$ cat config.mk
export PLATFORM = sky130hd
export DESIGN_NAME = ccff_loader
export DESIGN_NICKNAME = d
export VERILOG_FILES = /design/src/rtl/ccff_loader.sv
export SDC_FILE = /design/constraint.sdc
export NUM_CORES = 1
export LEC_CHECK = 0
export CORE_UTILIZATION = 57
export CTS_CLUSTER_DIAMETER = 40
export DETAILED_ROUTE_END_ITERATION = 12
export HOLD_SLACK_MARGIN = 0.03
export PLACE_DENSITY_LB_ADDON = 0.1
export SLEW_MARGIN = 40
export SYNTH_ARGS = -nofsm -noshare
export SYNTH_HDL_FRONTEND = slang
export SYNTH_SLANG_ARGS = --single-unit
$ cat constraint.sdc
create_clock -name prog_clk -period 3.09 [get_ports prog_clk]
set_clock_uncertainty 0.1 [all_clocks]
set_input_delay 0.309 -clock prog_clk [delete_from_list [all_inputs] [get_ports prog_clk]]
set_output_delay 0.309 -clock prog_clk [all_outputs]
set_load 0.01 [all_outputs]
$ cat src/rtl/ccff_loader.sv
`timescale 1ns/1ps
// ccff_loader
// Streams configuration words into a serial configuration flip-flop chain.
// Each word is shifted LSB first into ccff_head, and CHAIN_LEN bits are
// shifted per load. The bits coming out of ccff_tail are folded into a parity
// bit, which is published on tail_parity when the load completes.
//
// Parameters
//   CHAIN_LEN  chain bits shifted per load (1..65535)
//   WORD_W     width of each configuration word
//   TIMEOUT    idle FETCH cycles tolerated before the load is aborted
//
// Ports
//   prog_clk       configuration clock (rising edge)
//   pReset         asynchronous active-high reset
//   start          single-cycle load request (honoured only in IDLE)
//   cfg_data       configuration word, LSB shifted first
//   cfg_valid      cfg_data valid
//   cfg_ready      loader accepts a word this cycle (FETCH)
//   ccff_head      serial bit into the chain head
//   ccff_shift_en  chain shift enable
//   ccff_tail      serial bit from the chain tail
//   busy           load in progress (FETCH or SHIFT)
//   done           one-cycle pulse on successful completion
//   error          sticky timeout flag, cleared by the next accepted start
//   tail_parity    XOR of all tail bits sampled during the last completed load
module ccff_loader #(
  parameter int CHAIN_LEN = 18,
  parameter int WORD_W    = 8,
  parameter int TIMEOUT   = 255
) (
  input  logic              prog_clk,
  input  logic              pReset,
  input  logic              start,
  input  logic [WORD_W-1:0] cfg_data,
  input  logic              cfg_valid,
  output logic              cfg_ready,
  output logic              ccff_head,
  output logic              ccff_shift_en,
  input  logic              ccff_tail,
  output logic              busy,
  output logic              done,
  output logic              error,
  output logic              tail_parity
);

  localparam int BW = $clog2(WORD_W + 1);
  localparam int TW = (TIMEOUT < 1) ? 1 : $clog2(TIMEOUT + 1);

  localparam logic [15:0]   CHAIN_CNT    = 16'(CHAIN_LEN);
  localparam logic [BW-1:0] WORD_CNT     = BW'(WORD_W);
  localparam logic [TW-1:0] TIMEOUT_LAST = TW'(TIMEOUT - 1);

  typedef enum logic [1:0] {
    IDLE  = 2'd0,
    FETCH = 2'd1,
    SHIFT = 2'd2,
    DONE  = 2'd3
  } state_t;

  state_t            state;
  state_t            state_nxt;
  logic [15:0]       remaining;
  logic [BW-1:0]     bitcnt;
  logic [TW-1:0]     tcnt;
  logic [WORD_W-1:0] shreg;
  logic              acc;
  logic              hs;
  logic              tmo;

  // Saturating decrements: the counters hold at zero instead of wrapping.
  function automatic logic [15:0] dec_rem(input logic [15:0] v);
    return (v == 16'd0) ? v : v - 16'd1;
  endfunction

  function automatic logic [BW-1:0] dec_bit(input logic [BW-1:0] v);
    return (v == '0) ? v : v - BW'(1);
  endfunction

  assign hs  = (state == FETCH) && cfg_valid;
  // The cycle that would bring the idle counter to TIMEOUT ends the load.
  assign tmo = (state == FETCH) && !cfg_valid && (tcnt == TIMEOUT_LAST);

  // Outputs are decoded from registered state only; the head bit is gated
  // so the chain input is quiet whenever the enable is low.
  assign cfg_ready     = (state == FETCH);
  assign ccff_shift_en = (state == SHIFT);
  assign ccff_head     = (state == SHIFT) && shreg[0];
  assign busy          = (state == FETCH) || (state == SHIFT);
  assign done          = (state == DONE);

  always_ff @(posedge prog_clk or posedge pReset) begin
    if (pReset) state <= IDLE;
    else        state <= state_nxt;
  end

  always_comb begin
    state_nxt = state;
    unique case (state)
      IDLE:  if (start) state_nxt = FETCH;
      FETCH: begin
        if (hs)       state_nxt = SHIFT;
        else if (tmo) state_nxt = IDLE;
      end
      SHIFT: begin
        // Chain end wins over word end: leftover bits of the last word drop.
        if (remaining <= 16'd1)     state_nxt = DONE;
        else if (bitcnt <= BW'(1))  state_nxt = FETCH;
      end
      DONE:  state_nxt = IDLE;
      default: state_nxt = IDLE;
    endcase
  end

  always_ff @(posedge prog_clk or posedge pReset) begin
    if (pReset) begin
      remaining   <= '0;
      bitcnt      <= '0;
      tcnt        <= '0;
      shreg       <= '0;
      acc         <= 1'b0;
      error       <= 1'b0;
      tail_parity <= 1'b0;
    end else begin
      unique case (state)
        IDLE: begin
          if (start) begin
            remaining <= CHAIN_CNT;
            tcnt      <= '0;
            acc       <= 1'b0;
            error     <= 1'b0;
          end
        end
        FETCH: begin
          if (hs) begin
            shreg  <= cfg_data;
            bitcnt <= WORD_CNT;
            tcnt   <= '0;
          end else begin
            tcnt <= tcnt + TW'(1);
            if (tmo) error <= 1'b1;
          end
        end
        SHIFT: begin
          shreg     <= shreg >> 1;
          remaining <= dec_rem(remaining);
          bitcnt    <= dec_bit(bitcnt);
          acc       <= acc ^ ccff_tail;
        end
        DONE: tail_parity <= acc;
        default: ;
      endcase
    end
  end

endmodule

==> results by stage <==
Timing:
- Headroom to the max-slew limit came out at 0.561.
- The measured slew at the worst slew-check pin is 0.650 ns.
- The number of hold-slack violations in the final timing report is 0.
- The total count of max-transition violations in the final report is 0.
- The post-route clock period utilization is 0.793.
- Setup repair after global routing left no endpoint under its margin.
- Setup violations remaining at the end of the flow were counted as 0.
- The maximum clock frequency is ~400 MHz.
- The final period demand of the worst path is 2.45 ns.
- The sum of negative setup slack is 0 ns.

Worst setup path:
- The slowest library cell on the worst path is or4_1.
- The worst path arrival time is between 2 and 3 ns.
- The critical path is of the flop to flop type.
- The nature of the critical path startpoint is a flop.
- Along the worst path, the maximum fanout reaches 12.
- Walking the worst path, the cells encountered are inv_1 > ha_1 > inv_1 > o21ai_0 > o31ai_4 > buf_4 > or4_1 > nand3_1.
- The critical path contains buffers and inverters numbering 3 combined.
- The worst path required time is 3.22 ns.
- The endpoint class of the critical path is a flop.
- By instance count, the cell type seen most on the critical path is inv_1.
- The cell type group with the largest total delay on the critical path is compound AO/OA/AOI/OAI gates.
- The longest individual stage delay on the worst path is 0.47 ns.

Clocking:
- In this run the post-CTS setup repair buffer count came out at 0.
- Counting along the longest clock path gives a buffer depth of 2.
- The TritonCTS sink count is 41.
- Clock-pin slew was measured on the worst setup and hold paths at 0.07 ns.
- The number of H-tree levels is 2.
- The clock reaches the later pin of the worst-skew pair after 0.29 ns.
- The master cell of the clock root buffer is clkbuf_8.
- Counting the buffers created by CTS gives 5.
- The TritonCTS clock tree is built.
- Gates resized during post-CTS repair numbered 0.
- The number of buffers added to fix hold violations after cts is 0.

Layout:
- In the final layout, the multi-input gates occupy approximately 1200 sq um.
- The sequential cells in the finished layout cover a total of between 1000 and 1500 sq um.
- The count of cells in the finished layout, fillers not included, comes to 325.
- The net count of the finished layout is 303.
- The fill cell instance count of the final layout is 300.
- The area growth from synthesis to final layout is 13.8%.
- The proportion of layout cells with a drive suffix above 1 is 0.0650.
- The number of diodes added for antenna fixing is 0.

Logic synthesis:
- The share of the Yosys chip area taken by registers is 0.442.
- During synthesis, Yosys emitted a total of 0 warnings.
- Each instance of the synthesized netlist takes up on average 9.06 sq um.
- The netlist uses 48 different library cells.
- Counting flops with a built-in enable in the synthesized netlist gives 0.
- The synthesized design contains 41 register bits.
- The cell area after synthesis is 2320 sq um.
- The number of instances in the synthesized netlist is 256.
- For this run, the leading register cell type out of synthesis is dfrtp_1.
- The proportion of synthesized flip-flops having asynchronous set or reset is 1.00.
- The number of nets in the synthesized netlist is 281.

Global routing:
- Across every metal layer, demand over resource in global routing totals 0.249.
- Entering global routing, the biggest net connects 42 pins.
- The number of antenna violations at the first check in global routing is 0.
- The number of global-route vias before repair is roughly 1800.
- The first global-routing pass estimated around 8100 microns of wire.
- The remaining global-route overflow is 0.

Drt:
- After the first detailed-routing iteration, the DRC count stood at 76.
- The average vias per placed instance is 5.80.
- The detail route stage leaves a number of antenna-violating nets equal to 0.
- The post-detailed-routing wire length is 4660 microns.
- The per-cell routed wire length is 14.3 microns.
- For this run, design rule violations remaining after detail routing come to 0.
- The total number of vias is 1884.
- The pre-antenna-repair detailed-routing pass consisted of 4 iterations.

Placement:
- At the end of routability-driven placement, the weighted congestion stood at between 0.7 and 0.8.
- The number of cells in the design after placement is 319.
- Detailed placement finished with a half-perimeter wire length of 3310 microns.
- Buffers placed on the I/O ports in this run total 19.

Power and ir drop:
- Summed over all cells, the static leakage comes to 1.10 nW.
- The largest vdd supply drop is 0.000353 V.
- Dividing total power by cell area gives a power density of approximately 730 nW/um^2.

Flow run:
- Max-cap violations in this run came to 0.

Die:
- The total I/O pin count is 20.
- The area of the core region is 3770 sq um.
- The starting density of the core is 0.615.
- After floorplanning, the core was divided into 22 placement rows.
- The floorplan step set the die width to 65.8 microns.
- In this run the vertical extent of the chip is ~66 microns.
- The total die area is 4330 sq um.

Min path:
- The worst hold path class is primary input to async pin.

Status:
- The flow ran to the end, and the final reports show no timing, DRC or antenna violations.
[registers in the layout (all words and copies together) (netlist names)]
register	cells
bitcnt	4
state	2
acc	1
remaining	16
tcnt	8
tail_parity	1
shreg	8
error	1
[worst register-to-register path: stages, from the launching register on]
cell and delay, ns:
dfrtp_1 0.40, inv_1 0.11, ha_1 0.17, inv_1 0.16, o21ai_0 0.45, o31ai_4 0.21, buf_4 0.21, or4_1 0.47
nand3_1 0.10
[power by group]
group	switching (mW)	internal (mW)
Sequential	0.0930	0.648
Combinational	0.504	0.348
Clock	0.174	0.149
Total	0.772	1.14
[cell families after synthesis]
kind of cell | count (synthesis) | synth area share
AOI/OAI and AO/OA | 65 | 0.193
adders and majority gates | 12 | 0.0647
DFF | 41 | 0.442
buffers and inverters | 19 | 0.0345
and+or+nand+nor | 116 | 0.252
muxes | 3 | 0.0135
[final timing paths]
check                                startpoint                   endpoint  slack, ns  cells past startpoint
min                                      pReset  remaining[12]$_DFFE_PP0P_       0.33                      3
min reg2reg                 tcnt[7]$_DFFE_PP0P_        tcnt[7]$_DFFE_PP0P_       0.37                      1
max reg2reg                state[0]$_DFFE_PP0P_   remaining[7]$_DFFE_PP0P_       0.64                      8
max in group asynchronous                pReset  remaining[11]$_DFFE_PP0P_       2.20                      3
max                        state[0]$_DFFE_PP0P_   remaining[7]$_DFFE_PP0P_       0.64                      8
min in group prog_clk       tcnt[7]$_DFFE_PP0P_        tcnt[7]$_DFFE_PP0P_       0.37                      1
[final cells by class]
| cell class | count | share of cell area |
|---|---|---|
| clock inverters | 1 | 0.00190 |
| flip-flops and latches | 41 | 0.389 |
| well taps | 48 | 0.0228 |
| repair buffers | 24 | 0.0863 |
| multi-input cells | 196 | 0.460 |
| clock buffers | 5 | 0.0261 |
| inverters | 10 | 0.0142 |
[metrics by stage]
step                      power (mW)  utilization  hold slack, ns  setup slack [ns]  area (sq um)
final                           1.92        0.700           0.330             0.640          2640
after CTS                       1.93        0.700           0.358             0.630          2640
after detailed placement        1.61        0.680           0.369             0.643          2560
after global routing            2.08        0.700           0.389             0.455          2640
after global placement          1.59        0.680           0.366             0.702          2560
after floorplan                 1.35            -           0.341             0.851          2320
[placed cells by master, fill, tap and decap left out, drive strengths merged, types with 2 or more instances in the layout]
cell and n:
buf 5, nand3b 3, o22ai 7, or4b 2
ha 12, a2bb2oi 3, o21a 4, nand3 16
nand2b 4, o21ai 22, nor4 2, o41ai 4
clkdlybuf4s50 19, and2 3, nor2 26, or4 5
nor3 10, inv 10, o211ai 4, dfrtp 41
mux2i 2, nand2 33, clkbuf 5, or3 5
nor3b 2, a21oi 4, o31ai 7, nor2b 2
o221ai 2
[cells in the mapped netlist (all sizes together) (2+ instances only)]
master	count	share of area
dfrtp	41	0.44
nand2	33	0.053
nor2	26	0.042
o21ai	22	0.047
nand3	16	0.035
ha	12	0.065
inv	10	0.016
nor3	10	0.022
o22ai	7	0.019
o31ai	7	0.029
clkbuf	6	0.0097
or3	5	0.013
or4	5	0.018
a21oi	4	0.0086
nand2b	4	0.014
o211ai	4	0.013
o21a	4	0.013
o41ai	4	0.015
a2bb2oi	3	0.011
and2	3	0.0081
buf	3	0.0086
nand3b	3	0.0097
mux2i	2	0.0086
nor2b	2	0.0054
nor3b	2	0.0065
nor4	2	0.0081
o221ai	2	0.0076
or4b	2	0.0086
[per-layer routing]
metal	global-route usage	share of wire	up-vias
met4	0.106	0.016	0
met2	0.426	0.49	18
met3	0.0379	0.021	7
met5	0	0	-
li1	-	-	974
met1	0.310	0.48	885
Note: power is estimated with default switching activity, not from simulation.
